## config.mk

```make
export PLATFORM = sky130hd
export DESIGN_NAME = seq_alu_core
export DESIGN_NICKNAME = d
export VERILOG_FILES = /design/src/rtl/seq_alu_pkg.sv /design/src/rtl/seq_alu_muldiv.sv /design/src/rtl/seq_alu_core.sv
export SDC_FILE = /design/constraint.sdc
export NUM_CORES = 1
export LEC_CHECK = 0
export ABC_AREA = 1
export CORE_MARGIN = 3
export CORE_UTILIZATION = 60
export DETAILED_ROUTE_END_ITERATION = 10
export PLACE_DENSITY = 0.82
export SLEW_MARGIN = 20
export SYNTH_ARGS = -nofsm -noshare
export SYNTH_HDL_FRONTEND = slang
export SYNTH_SLANG_ARGS = --single-unit
```

## constraint.sdc

```tcl
create_clock -name clk -period 2.85 [get_ports clk]
set_clock_uncertainty 0.1 [all_clocks]
set_input_delay 0.57 -clock clk [delete_from_list [all_inputs] [get_ports clk]]
set_output_delay 0.57 -clock clk [all_outputs]
set_load 0.01 [all_outputs]
```

## src/rtl/seq_alu_pkg.sv

```systemverilog
// seq_alu_pkg: shared definitions for the sequential ALU.
//   - opcode encodings (OP_ADD..OP_DIV); codes 101-111 are illegal
//   - controller state encoding
//   - bit positions of the flags inside the packed flag register
package seq_alu_pkg;

    localparam logic [2:0] OP_ADD   = 3'b000;
    localparam logic [2:0] OP_SUB   = 3'b001;
    localparam logic [2:0] OP_MUL   = 3'b010;
    localparam logic [2:0] OP_SHIFT = 3'b011;
    localparam logic [2:0] OP_DIV   = 3'b100;

    typedef enum logic [1:0] {
        ST_IDLE = 2'b00,
        ST_EXEC = 2'b01,
        ST_DONE = 2'b10
    } state_t;

    localparam int FLAG_C    = 0;
    localparam int FLAG_V    = 1;
    localparam int FLAG_DZ   = 2;
    localparam int FLAG_ILL  = 3;
    localparam int NUM_FLAGS = 4;

endpackage

```

## src/rtl/seq_alu_muldiv.sv

```systemverilog
// seq_alu_muldiv: iterative unsigned multiply (shift-add) / divide (restoring).
//   clk, rst_n : clock, asynchronous active-low reset
//   start      : load operands and begin WIDTH iterations
//   is_div     : 1 = divide a/b, 0 = multiply a*b (sampled with start)
//   a, b       : operands (multiplier/dividend, multiplicand/divisor)
//   last       : high during the final iteration cycle (done pulse)
//   nxt_lo     : product low half / quotient after the current iteration
//   nxt_hi     : product high half / remainder after the current iteration
// nxt_lo/nxt_hi are the iteration outputs before they are clocked, so the
// controller can capture the finished result on the same edge as the last step.
module seq_alu_muldiv
    import seq_alu_pkg::*;
#(
    parameter int WIDTH = 16,
    parameter int SHW   = 4
) (
    input  logic             clk,
    input  logic             rst_n,
    input  logic             start,
    input  logic             is_div,
    input  logic [WIDTH-1:0] a,
    input  logic [WIDTH-1:0] b,
    output logic             last,
    output logic [WIDTH-1:0] nxt_lo,
    output logic [WIDTH-1:0] nxt_hi
);

    localparam logic [SHW-1:0] CNT_ONE = {{(SHW-1){1'b0}}, 1'b1};

    logic [WIDTH-1:0] hi_r;     // accumulator high half / partial remainder
    logic [WIDTH-1:0] lo_r;     // multiplier bits / dividend bits -> quotient
    logic [WIDTH-1:0] opnd_r;   // multiplicand / divisor
    logic [SHW-1:0]   cnt_r;
    logic             is_div_r;
    logic             busy_r;

    logic [WIDTH:0]   mul_sum_s;
    logic [WIDTH:0]   div_shift_s;
    logic [WIDTH:0]   div_diff_s;

    assign last = busy_r & (cnt_r == {SHW{1'b0}});

    // One shift-add or restore-subtract step on the current register contents.
    always_comb begin
        mul_sum_s   = {1'b0, hi_r};
        div_shift_s = {hi_r, lo_r[WIDTH-1]};
        div_diff_s  = div_shift_s - {1'b0, opnd_r};
        nxt_lo      = lo_r;
        nxt_hi      = hi_r;
        if (is_div_r) begin
            // Remainder stays below the divisor, so bit WIDTH of the
            // difference is set exactly when the trial subtract underflows.
            if (!div_diff_s[WIDTH]) begin
                nxt_hi = div_diff_s[WIDTH-1:0];
                nxt_lo = {lo_r[WIDTH-2:0], 1'b1};
            end else begin
                nxt_hi = div_shift_s[WIDTH-1:0];
                nxt_lo = {lo_r[WIDTH-2:0], 1'b0};
            end
        end else begin
            if (lo_r[0]) begin
                mul_sum_s = {1'b0, hi_r} + {1'b0, opnd_r};
            end else begin
                mul_sum_s = {1'b0, hi_r};
            end
            nxt_hi = mul_sum_s[WIDTH:1];
            nxt_lo = {mul_sum_s[0], lo_r[WIDTH-1:1]};
        end
    end

    // Operand load on start, then one iteration per cycle until the count expires.
    always_ff @(posedge clk or negedge rst_n) begin
        if (!rst_n) begin
            hi_r     <= {WIDTH{1'b0}};
            lo_r     <= {WIDTH{1'b0}};
            opnd_r   <= {WIDTH{1'b0}};
            cnt_r    <= {SHW{1'b0}};
            is_div_r <= 1'b0;
            busy_r   <= 1'b0;
        end else if (start) begin
            hi_r     <= {WIDTH{1'b0}};
            lo_r     <= a;
            opnd_r   <= b;
            cnt_r    <= SHW'(WIDTH - 1);
            is_div_r <= is_div;
            busy_r   <= 1'b1;
        end else if (busy_r) begin
            hi_r <= nxt_hi;
            lo_r <= nxt_lo;
            if (cnt_r == {SHW{1'b0}}) begin
                busy_r <= 1'b0;
            end else begin
                cnt_r <= cnt_r - CNT_ONE;
            end
        end else begin
            busy_r <= 1'b0;
        end
    end

endmodule

```

## src/rtl/seq_alu_core.sv

```systemverilog
// seq_alu_core: multi-cycle ALU with valid/ready handshakes on both sides.
//   clk, rst_n          : clock, asynchronous active-low reset
//   in_valid / in_ready : operand handshake (ready only while idle)
//   op, a, b, cin       : opcode, operands, carry-in (add only)
//   out_valid/out_ready : result handshake; result held until accepted
//   res_lo, res_hi      : shared result bus
//   flag_c, flag_v, flag_dz, flag_ill : status flags, updated with the result
// Add/sub/shift/illegal and divide-by-zero finish on the accept edge;
// mul and div run WIDTH iterations in seq_alu_muldiv.
module seq_alu_core
    import seq_alu_pkg::*;
#(
    parameter int WIDTH = 16,
    parameter int SHW   = 4
) (
    input  logic             clk,
    input  logic             rst_n,
    input  logic             in_valid,
    output logic             in_ready,
    input  logic [2:0]       op,
    input  logic [WIDTH-1:0] a,
    input  logic [WIDTH-1:0] b,
    input  logic             cin,
    output logic             out_valid,
    input  logic             out_ready,
    output logic [WIDTH-1:0] res_lo,
    output logic [WIDTH-1:0] res_hi,
    output logic             flag_c,
    output logic             flag_v,
    output logic             flag_dz,
    output logic             flag_ill
);

    state_t                 state_r;
    logic                   in_ready_r;
    logic                   out_valid_r;
    logic [WIDTH-1:0]       res_lo_r;
    logic [WIDTH-1:0]       res_hi_r;
    logic [NUM_FLAGS-1:0]   flags_r;

    logic                   accept_s;
    logic                   b_zero_s;
    logic                   iter_s;
    logic                   start_s;
    logic                   shift_ok_s;
    logic [WIDTH:0]         add_sum_s;
    logic [WIDTH-1:0]       sub_diff_s;
    logic [WIDTH-1:0]       sc_lo_s;
    logic [WIDTH-1:0]       sc_hi_s;
    logic [NUM_FLAGS-1:0]   sc_flags_s;
    logic                   md_last_s;
    logic [WIDTH-1:0]       md_lo_s;
    logic [WIDTH-1:0]       md_hi_s;

    assign accept_s   = in_valid & in_ready_r;
    assign b_zero_s   = (b == {WIDTH{1'b0}});
    assign iter_s     = (op == OP_MUL) | ((op == OP_DIV) & ~b_zero_s);
    assign start_s    = accept_s & iter_s;
    // WIDTH is a power of two, so b < WIDTH means no bits above the amount field.
    assign shift_ok_s = (b[WIDTH-1:SHW] == {(WIDTH-SHW){1'b0}});
    assign add_sum_s  = {1'b0, a} + {1'b0, b} + {{WIDTH{1'b0}}, cin};
    assign sub_diff_s = a - b;

    assign in_ready  = in_ready_r;
    assign out_valid = out_valid_r;
    assign res_lo    = res_lo_r;
    assign res_hi    = res_hi_r;
    assign flag_c    = flags_r[FLAG_C];
    assign flag_v    = flags_r[FLAG_V];
    assign flag_dz   = flags_r[FLAG_DZ];
    assign flag_ill  = flags_r[FLAG_ILL];

    // Single-cycle results (add, sub, shift, divide-by-zero, illegal).
    always_comb begin
        sc_lo_s    = {WIDTH{1'b0}};
        sc_hi_s    = {WIDTH{1'b0}};
        sc_flags_s = {NUM_FLAGS{1'b0}};
        case (op)
            OP_ADD: begin
                sc_lo_s            = add_sum_s[WIDTH-1:0];
                sc_flags_s[FLAG_C] = add_sum_s[WIDTH];
                sc_flags_s[FLAG_V] = (a[WIDTH-1] == b[WIDTH-1]) &
                                     (add_sum_s[WIDTH-1] != a[WIDTH-1]);
            end
            OP_SUB: begin
                sc_lo_s            = sub_diff_s;
                sc_flags_s[FLAG_C] = (a < b);
                sc_flags_s[FLAG_V] = (a[WIDTH-1] != b[WIDTH-1]) &
                                     (sub_diff_s[WIDTH-1] != a[WIDTH-1]);
            end
            OP_SHIFT: begin
                if (shift_ok_s) begin
                    sc_lo_s = a << b[SHW-1:0];
                    sc_hi_s = a >> b[SHW-1:0];
                end else begin
                    sc_lo_s = {WIDTH{1'b0}};
                    sc_hi_s = {WIDTH{1'b0}};
                end
            end
            OP_DIV: begin
                // Only selected when b == 0; nonzero divisors iterate.
                sc_lo_s             = {WIDTH{1'b1}};
                sc_hi_s             = a;
                sc_flags_s[FLAG_DZ] = 1'b1;
            end
            OP_MUL: begin
                sc_lo_s = {WIDTH{1'b0}};
            end
            default: begin
                sc_flags_s[FLAG_ILL] = 1'b1;
            end
        endcase
    end

    seq_alu_muldiv #(
        .WIDTH (WIDTH),
        .SHW   (SHW)
    ) u_muldiv (
        .clk    (clk),
        .rst_n  (rst_n),
        .start  (start_s),
        .is_div (op == OP_DIV),
        .a      (a),
        .b      (b),
        .last   (md_last_s),
        .nxt_lo (md_lo_s),
        .nxt_hi (md_hi_s)
    );

    // Control FSM with handshake and result/flag output registers.
    always_ff @(posedge clk or negedge rst_n) begin
        if (!rst_n) begin
            state_r     <= ST_IDLE;
            in_ready_r  <= 1'b1;
            out_valid_r <= 1'b0;
            res_lo_r    <= {WIDTH{1'b0}};
            res_hi_r    <= {WIDTH{1'b0}};
            flags_r     <= {NUM_FLAGS{1'b0}};
        end else begin
            case (state_r)
                ST_IDLE: begin
                    if (accept_s) begin
                        in_ready_r <= 1'b0;
                        if (iter_s) begin
                            state_r <= ST_EXEC;
                        end else begin
                            state_r     <= ST_DONE;
                            out_valid_r <= 1'b1;
                            res_lo_r    <= sc_lo_s;
                            res_hi_r    <= sc_hi_s;
                            flags_r     <= sc_flags_s;
                        end
                    end else begin
                        state_r <= ST_IDLE;
                    end
                end
                ST_EXEC: begin
                    if (md_last_s) begin
                        state_r     <= ST_DONE;
                        out_valid_r <= 1'b1;
                        res_lo_r    <= md_lo_s;
                        res_hi_r    <= md_hi_s;
                        flags_r     <= {NUM_FLAGS{1'b0}};
                    end else begin
                        state_r <= ST_EXEC;
                    end
                end
                ST_DONE: begin
                    if (out_ready) begin
                        state_r     <= ST_IDLE;
                        out_valid_r <= 1'b0;
                        in_ready_r  <= 1'b1;
                    end else begin
                        state_r <= ST_DONE;
                    end
                end
                default: begin
                    state_r     <= ST_IDLE;
                    out_valid_r <= 1'b0;
                    in_ready_r  <= 1'b1;
                end
            endcase
        end
    end

endmodule
```

# --- Yosys cells after proc, flatten, opt, wreduce, memory -nomap -nowiden ---
# Index checks and enable logic that the tools add are counted.
op_classes:
  n_addsub: 6
  magnitude_cmp: 1
  n_eq_ne: 15
  n_shift: 2
  mux: 47
  bitwise_logic: 9
  n_reduce_logical: 12
op_table:
  columns: ["operator", "n"]
  rows:
  - ["$mux W16", 15]
  - ["$pmux W16 S2", 3]
  - ["$pmux W16 S4", 1]
  - ["$add A16 B16 Y17", 2]
  - ["$mux W4", 6]
  - ["$add A17 B1 Y17", 1]
  - ["$mux W17", 1]
  - ["$sub A17 B16 Y17", 1]
  - ["$logic_not A16 Y1", 1]
  - ["$lt A16 B16 Y1", 1]
  - ["$shl A16 B4 Y16", 1]
  - ["$shr A16 B4 Y16", 1]
  - ["$sub A16 B16 Y16", 1]
  - ["$logic_not A12 Y1", 1]
  - ["$mux W1", 12]
  - ["$ne A2 B2 Y1 const B", 5]
  - ["$mux W2", 4]
  - ["$pmux W4 S2", 1]
  - ["$reduce_and A4 Y1", 2]
  - ["$and A1 B1 Y1", 6]
  - ["$eq A3 B2 Y1 const B", 2]
  - ["$pmux W1 S3", 2]
  - ["$pmux W2 S3", 1]
  - ["$reduce_or A5 Y1", 1]
  - ["other kinds (16)", 20]
totals:
  reg_bits: 94
  inputBits: 40
  out_inout_bits: 38
  word_cells: 104

# --- Longest topological paths before layout ---
logic_depth:
  word_depth: 8
  ltp_mapped: 18
  depth_no_buf: 18

# --- Cells and area by module ---
# Synthesis repeated with hierarchy kept, for this count alone.
hier_totals:
  cells_unflattened: 1729
  hier_area_um2: 10561.4
by_module_without_submodules:
  columns: ["module", "instances", "cells_each", "area_per_inst_um2", "seq_area_each_um2"]
  rows:
  - ["seq_alu_core", 1, 938, 5579.1, 1002.2]
  - ["seq_alu_muldiv", 1, 791, 4982.3, 1351.3]

# --- Worst setup path after synthesis ---
# No wires, ideal clock.
synth_path:
  kind: "input to register"
  start: "input b[2]"
  end: "register flags_r[1]"
  setup_ns: 0.065
  t_arrival_ns: 2.417
  t_required_ns: 2.685
  slack_ns: 0.268
  stages: 15
  cell_sequence: "buf_2 inv_1 buf_1 ha_1 a21oi_1 nand2_1 nand3_1 nand2_1 nand2_1 nand2_1 nand2_1 nand3_1 o21ai_0 nand3_1 nand2_1"
synth_via:
  elab_chain_len: 8
  word_cells_on_any_way: 17
synth_rtl:
  columns: ["item", "line", "source"]
  rows:
  - ["from (decl)", "seq_alu_core.sv:22", "input logic [WIDTH-1:0] b,"]
  - ["$add A16 B16 Y17", "seq_alu_core.sv:61", "assign add_sum_s = {1'b0, a} + {1'b0, b} + {{WIDTH{1'b0}}, cin};"]
  - ["$add A17 B1 Y17", "seq_alu_core.sv:61", null]
  - ["$ne A1 B1 Y1", "seq_alu_core.sv:83", "(add_sum_s[WIDTH-1] != a[WIDTH-1]);"]
  - ["$and A1 B1 Y1", "seq_alu_core.sv:82", "sc_flags_s[FLAG_V] = (a[WIDTH-1] == b[WIDTH-1]) &"]
  - ["$pmux W2 S2", "seq_alu_core.sv:78", "case (op)"]
  - ["$mux W4", "seq_alu_core.sv:144", "if (iter_s) begin"]
  - ["$mux W4", "seq_alu_core.sv:142", "if (accept_s) begin"]
  - ["$pmux W4 S2", "seq_alu_core.sv:140", "case (state_r)"]
  - ["to (signal assigned)", "seq_alu_core.sv:138", "flags_r <= {NUM_FLAGS{1'b0}};"]
  - ["to (signal assigned)", "seq_alu_core.sv:151", "flags_r <= sc_flags_s;"]
  - ["to (signal assigned)", "seq_alu_core.sv:163", "flags_r <= {NUM_FLAGS{1'b0}};"]
  - ["to (decl)", "seq_alu_core.sv:39", "logic [NUM_FLAGS-1:0] flags_r;"]
# Parallel ways exist; a longest one is shown, timed or not. The select of a mux whose other input is x is not followed.
# A chain may end at the register's enable or synchronous reset.

# --- Worst setup path in the final report ---
layout_path:
  start: "register u_muldiv.lo_r[15]"
  end: "register res_hi_r[15], in the netlist res_hi[15]"
layout_via:
  elab_chain_len: 5
layout_rtl:
  columns: ["item", "line", "source"]
  rows:
  - ["from (decl)", "seq_alu_muldiv.sv:31", "logic [WIDTH-1:0] lo_r;"]
  - ["from (signal assigned)", "seq_alu_muldiv.sv:75", "lo_r <= {WIDTH{1'b0}};"]
  - ["from (signal assigned)", "seq_alu_muldiv.sv:89", "lo_r <= nxt_lo;"]
  - ["$sub A17 B16 Y17", "seq_alu_muldiv.sv:47", "div_diff_s = div_shift_s - {1'b0, opnd_r};"]
  - ["$mux W16", "seq_alu_muldiv.sv:53", "if (!div_diff_s[WIDTH]) begin"]
  - ["$mux W16", "seq_alu_muldiv.sv:50", "if (is_div_r) begin"]
  - ["$mux W16", "seq_alu_core.sv:158", "if (md_last_s) begin"]
  - ["$pmux W16 S2", "seq_alu_core.sv:140", null]
  - ["to (signal assigned)", "seq_alu_core.sv:137", "res_hi_r <= {WIDTH{1'b0}};"]
  - ["to (signal assigned)", "seq_alu_core.sv:150", "res_hi_r <= sc_hi_s;"]
  - ["to (signal assigned)", "seq_alu_core.sv:162", "res_hi_r <= md_hi_s;"]
  - ["to (decl)", "seq_alu_core.sv:38", "logic [WIDTH-1:0] res_hi_r;"]
# No other way between the ends. The select of a mux whose other input is x is not followed.

==> results.cfg <==
[clock_network]
post_cts_resize_count = 0
root_buffer = clkbuf_16
cts_tree = built
hold_buffers = 0
post-cts-setup-buffers = 0
clkLatencyLatePin_ns = 0.36
clk_pin_slew_worst_paths_ns = 0.08
clk_path_buf_depth = 2
clock-sinks = 94
numCtsBuffers = 9
h-tree-depth = 3

[setup_path]
r2r-start = u_muldiv.lo_r[15]$_DFFE_PN0P_
startpoint_type = register
max_stage_delay_ns = 0.40
cp_top_family = simple AND/OR/NAND/NOR gates
crit_required_ns = 3.01
r2r_end = res_hi[15]$_DFFE_PN0P_
rrSetupSlack_ns = 0.06
startpoint = u_muldiv.lo_r[15]$_DFFE_PN0P_
timing.critical_path.buf_inv = 2
crit_cells = 18
critPathSlowestCell = fa_1
cp_common_cell = nand2_1
path_cells = inv_1, ha_1, inv_1, fa_1, nand2_1, nand2_1, nand3_1, nand2_2, nand2_2, nand2_1, nand2_2, nand2_4, nand2_1, nand2_1, nand2_1, nand3_1, nand2_1, nand2_1
path_class = register to register
worstRegToRegCells = 18
cp-end-kind = register
cp_max_fo = 3
cp.arrival_ns = 2.94
endpoint = res_hi[15]$_DFFE_PN0P_

[yosys]
synth_cells = 1665
synth.area.top_cells = dfrtp_1 (23%), nand2_1 (21%), nand3_1 (8.6%), ha_1 (8.1%), inv_1 (7.7%)
synthFlopType = dfrtp_1
yosysUniqueCellTypes = 48
postSynthAreaPerCell_sq_um = 6.04
synth_largest_area_cell = dfrtp_1
synth_warnings = 0
synth.most_common_cell = nand2_1
ys_seq_elements = 94
synth_commonest_cells = nand2_1 (553), inv_1 (207), nand3_1 (172), o21ai_0 (115), a21oi_1 (112)
synth_edf_count = 0
netlist_area_sq_mm = 0.0101
synth_nets = 1775
synthArstFlopShare = 1.00
ys_seq_area_frac = 0.234
post-synth-top-area-fraction = 0.231

[drt]
antenna_left = 0
wire_per_inst_um = 17.9
drtIter0Drc = 1405
drc = 0
vias = 12165
finalWirelength_mm = 37.2
post_drt_via_cell_ratio = 5.85
firstDrtPassIters = 9

[die]
rows = 46
die_area_sq_mm = 0.0184
die_h_um = 136
die_x_um = 136
num_io_pins = 78
core_sq_mm = 0.0162
initial_core_util = 0.622

[sta]
relSlewSlack = 0.550
min_period_over_period = 0.978
fmax_mhz = 359
fin_crit_ns = 2.79
worst_slew_pin_slew_ns = 0.674
setup-violations-final = 0
hold_viol_final = 0
slew_viol_final = 0

[min_path]
min-delay-path-class = input pin to asynchronous set/reset pin

[power_and_ir_drop]
power_density_mw_per_mm2 = 988
vdd.ir_drop.worst_uv = 774
power_uw = 12300
power_leakage_uw = 0.00661

[layout]
antenna_cells = 0
syn_to_final_growth_pct = 23.6
fin_area_sq_mm = 0.0124
layout-drive-gt1-share = 0.129
final_cells = 2079
fin_util = 0.769
nets = 1968

[grt]
grt_pass1_wl_mm = 58.3
grt_max_degree = 45
overflow = 0
antenna_found_initial = 0
grt_usage = 0.405
first_global_vias = 11421

[job]
max_cap_violations = 0

[place]
placed_area_sq_mm = 0.0121
port_buffers = 77
place_inst = 2063
hpwlAfterDp_mm = 30.1
routabilityCongestion = 1.08

[status]
status = finished, final reports clean
==> layout by cell type, fill, tap and decap left out, types with 3 or more instances in the layout <==
cell type and count:
nand2_1 552, o21ai_0 115, a21o_1 4, nand3_1 171, nand4_1 16, nand2_2 10, o21bai_1 7, nor2_2 3
xor2_1 5, fa_1 4, o21a_1 6, nand3b_1 3, inv_2 6, nor2_1 109, inv_8 3, buf_12 5
o211ai_1 18, ha_1 62, clkbuf_16 9, clkdlybuf4s50_1 76, dfrtp_1 92, nor3_1 15, buf_4 164, o21ai_1 14
and2_1 6, a21oi_1 110, a22oi_1 5, inv_1 207, o221ai_1 7, a31oi_1 6, nand3_2 17, xnor2_1 6
or2_2 3
==> cell type report <==
type | instances | area (sq um)
clock buffer | 9 | 225
clock inverter | 7 | 75.1
fill | 1326 | 3730
inverter | 214 | 803
multi-input combinational | 1294 | 6620
sequential | 94 | 2350
tap | 216 | 270
timing repair buffer | 245 | 2090
==> where the power goes <==
part | internal (uW) | total (uW) | switching (uW)
clock | 624 | 1250 | 631
combinational | 3240 | 8430 | 5190
sequential | 1980 | 2610 | 627
total | 5850 | 12300 | 6450
==> worst min-delay path by stage <==
stage / slack, ns / start / to
floorplan: 0.17 / rst_n / flags_r[0]$_DFFE_PN0P_
global placement: 0.36 / flags_r[2]$_DFFE_PN0P_ / flags_r[2]$_DFFE_PN0P_
detailed placement: 0.37 / res_lo[0]$_DFFE_PN0P_ / res_lo[0]$_DFFE_PN0P_
CTS: 0.12 / rst_n / u_muldiv.hi_r[13]$_DFFE_PN0P_
global route: 0.14 / rst_n / u_muldiv.hi_r[11]$_DFFE_PN0P_
finish: 0.1 / rst_n / u_muldiv.hi_r[11]$_DFFE_PN0P_
==> state kept, by name, indices dropped and copies added (netlist names) <==
| signal | flops |
|---|---|
| u_muldiv.lo_r | 16 |
| u_muldiv.opnd_r | 16 |
| res_hi | 16 |
| flags_r | 4 |
| u_muldiv.hi_r | 16 |
| u_muldiv.cnt_r | 4 |
| res_lo | 16 |
| in_ready | 1 |
| out_valid | 1 |
| u_muldiv.is_div_r | 1 |
| state_r | 2 |
| u_muldiv.busy_r | 1 |
==> kinds of logic (layout without fill, tap and decap cells) <==
| logic type | after synthesis | after routing | share of synthesized area |
|---|---|---|---|
| adder cells (fa/ha/maj) | 70 | 70 | 0.0908 |
| XOR/XNOR | 11 | 11 | 0.00957 |
| AND/OR/NAND/NOR | 915 | 915 | 0.390 |
| buffers and inverters | 277 | 475 | 0.113 |
| flip-flops | 94 | 94 | 0.234 |
| AO/OA/AOI/OAI | 298 | 298 | 0.162 |
==> metal layers <==
metal / up-vias / wire length (um) / global-route usage
met5: - / 0 / 0
met4: 0 / 2650 / 0.242
met3: 152 / 3730 / 0.0695
met2: 756 / 16600 / 0.650
met1: 5438 / 14200 / 0.511
li1: 5819 / - / -
==> stage by stage <==
| stage | setup TNS [ns] | setup WS, ns | hold WS (ns) |
|---|---|---|---|
| floorplan | 0 | 0.268 | 0.174 |
| global placement | -0.849 | -0.147 | 0.358 |
| detailed placement | -1.54 | -0.208 | 0.366 |
| CTS | 0 | 0.146 | 0.123 |
| global route | -0.00320 | -0.00320 | 0.140 |
| finish | 0 | 0.0636 | 0.0959 |
==> worst register-to-register path: cells and delay by family, from the launching register on <==
| kind | cells | cell delay [ns] |
|---|---|---|
| DFF | 1 | 0.38 |
| and+or+nand+nor | 14 | 1.50 |
| adders and majority gates | 2 | 0.55 |
| buffers and inverters | 2 | 0.17 |
No activity file was read; power rests on OpenSTA's default activity.
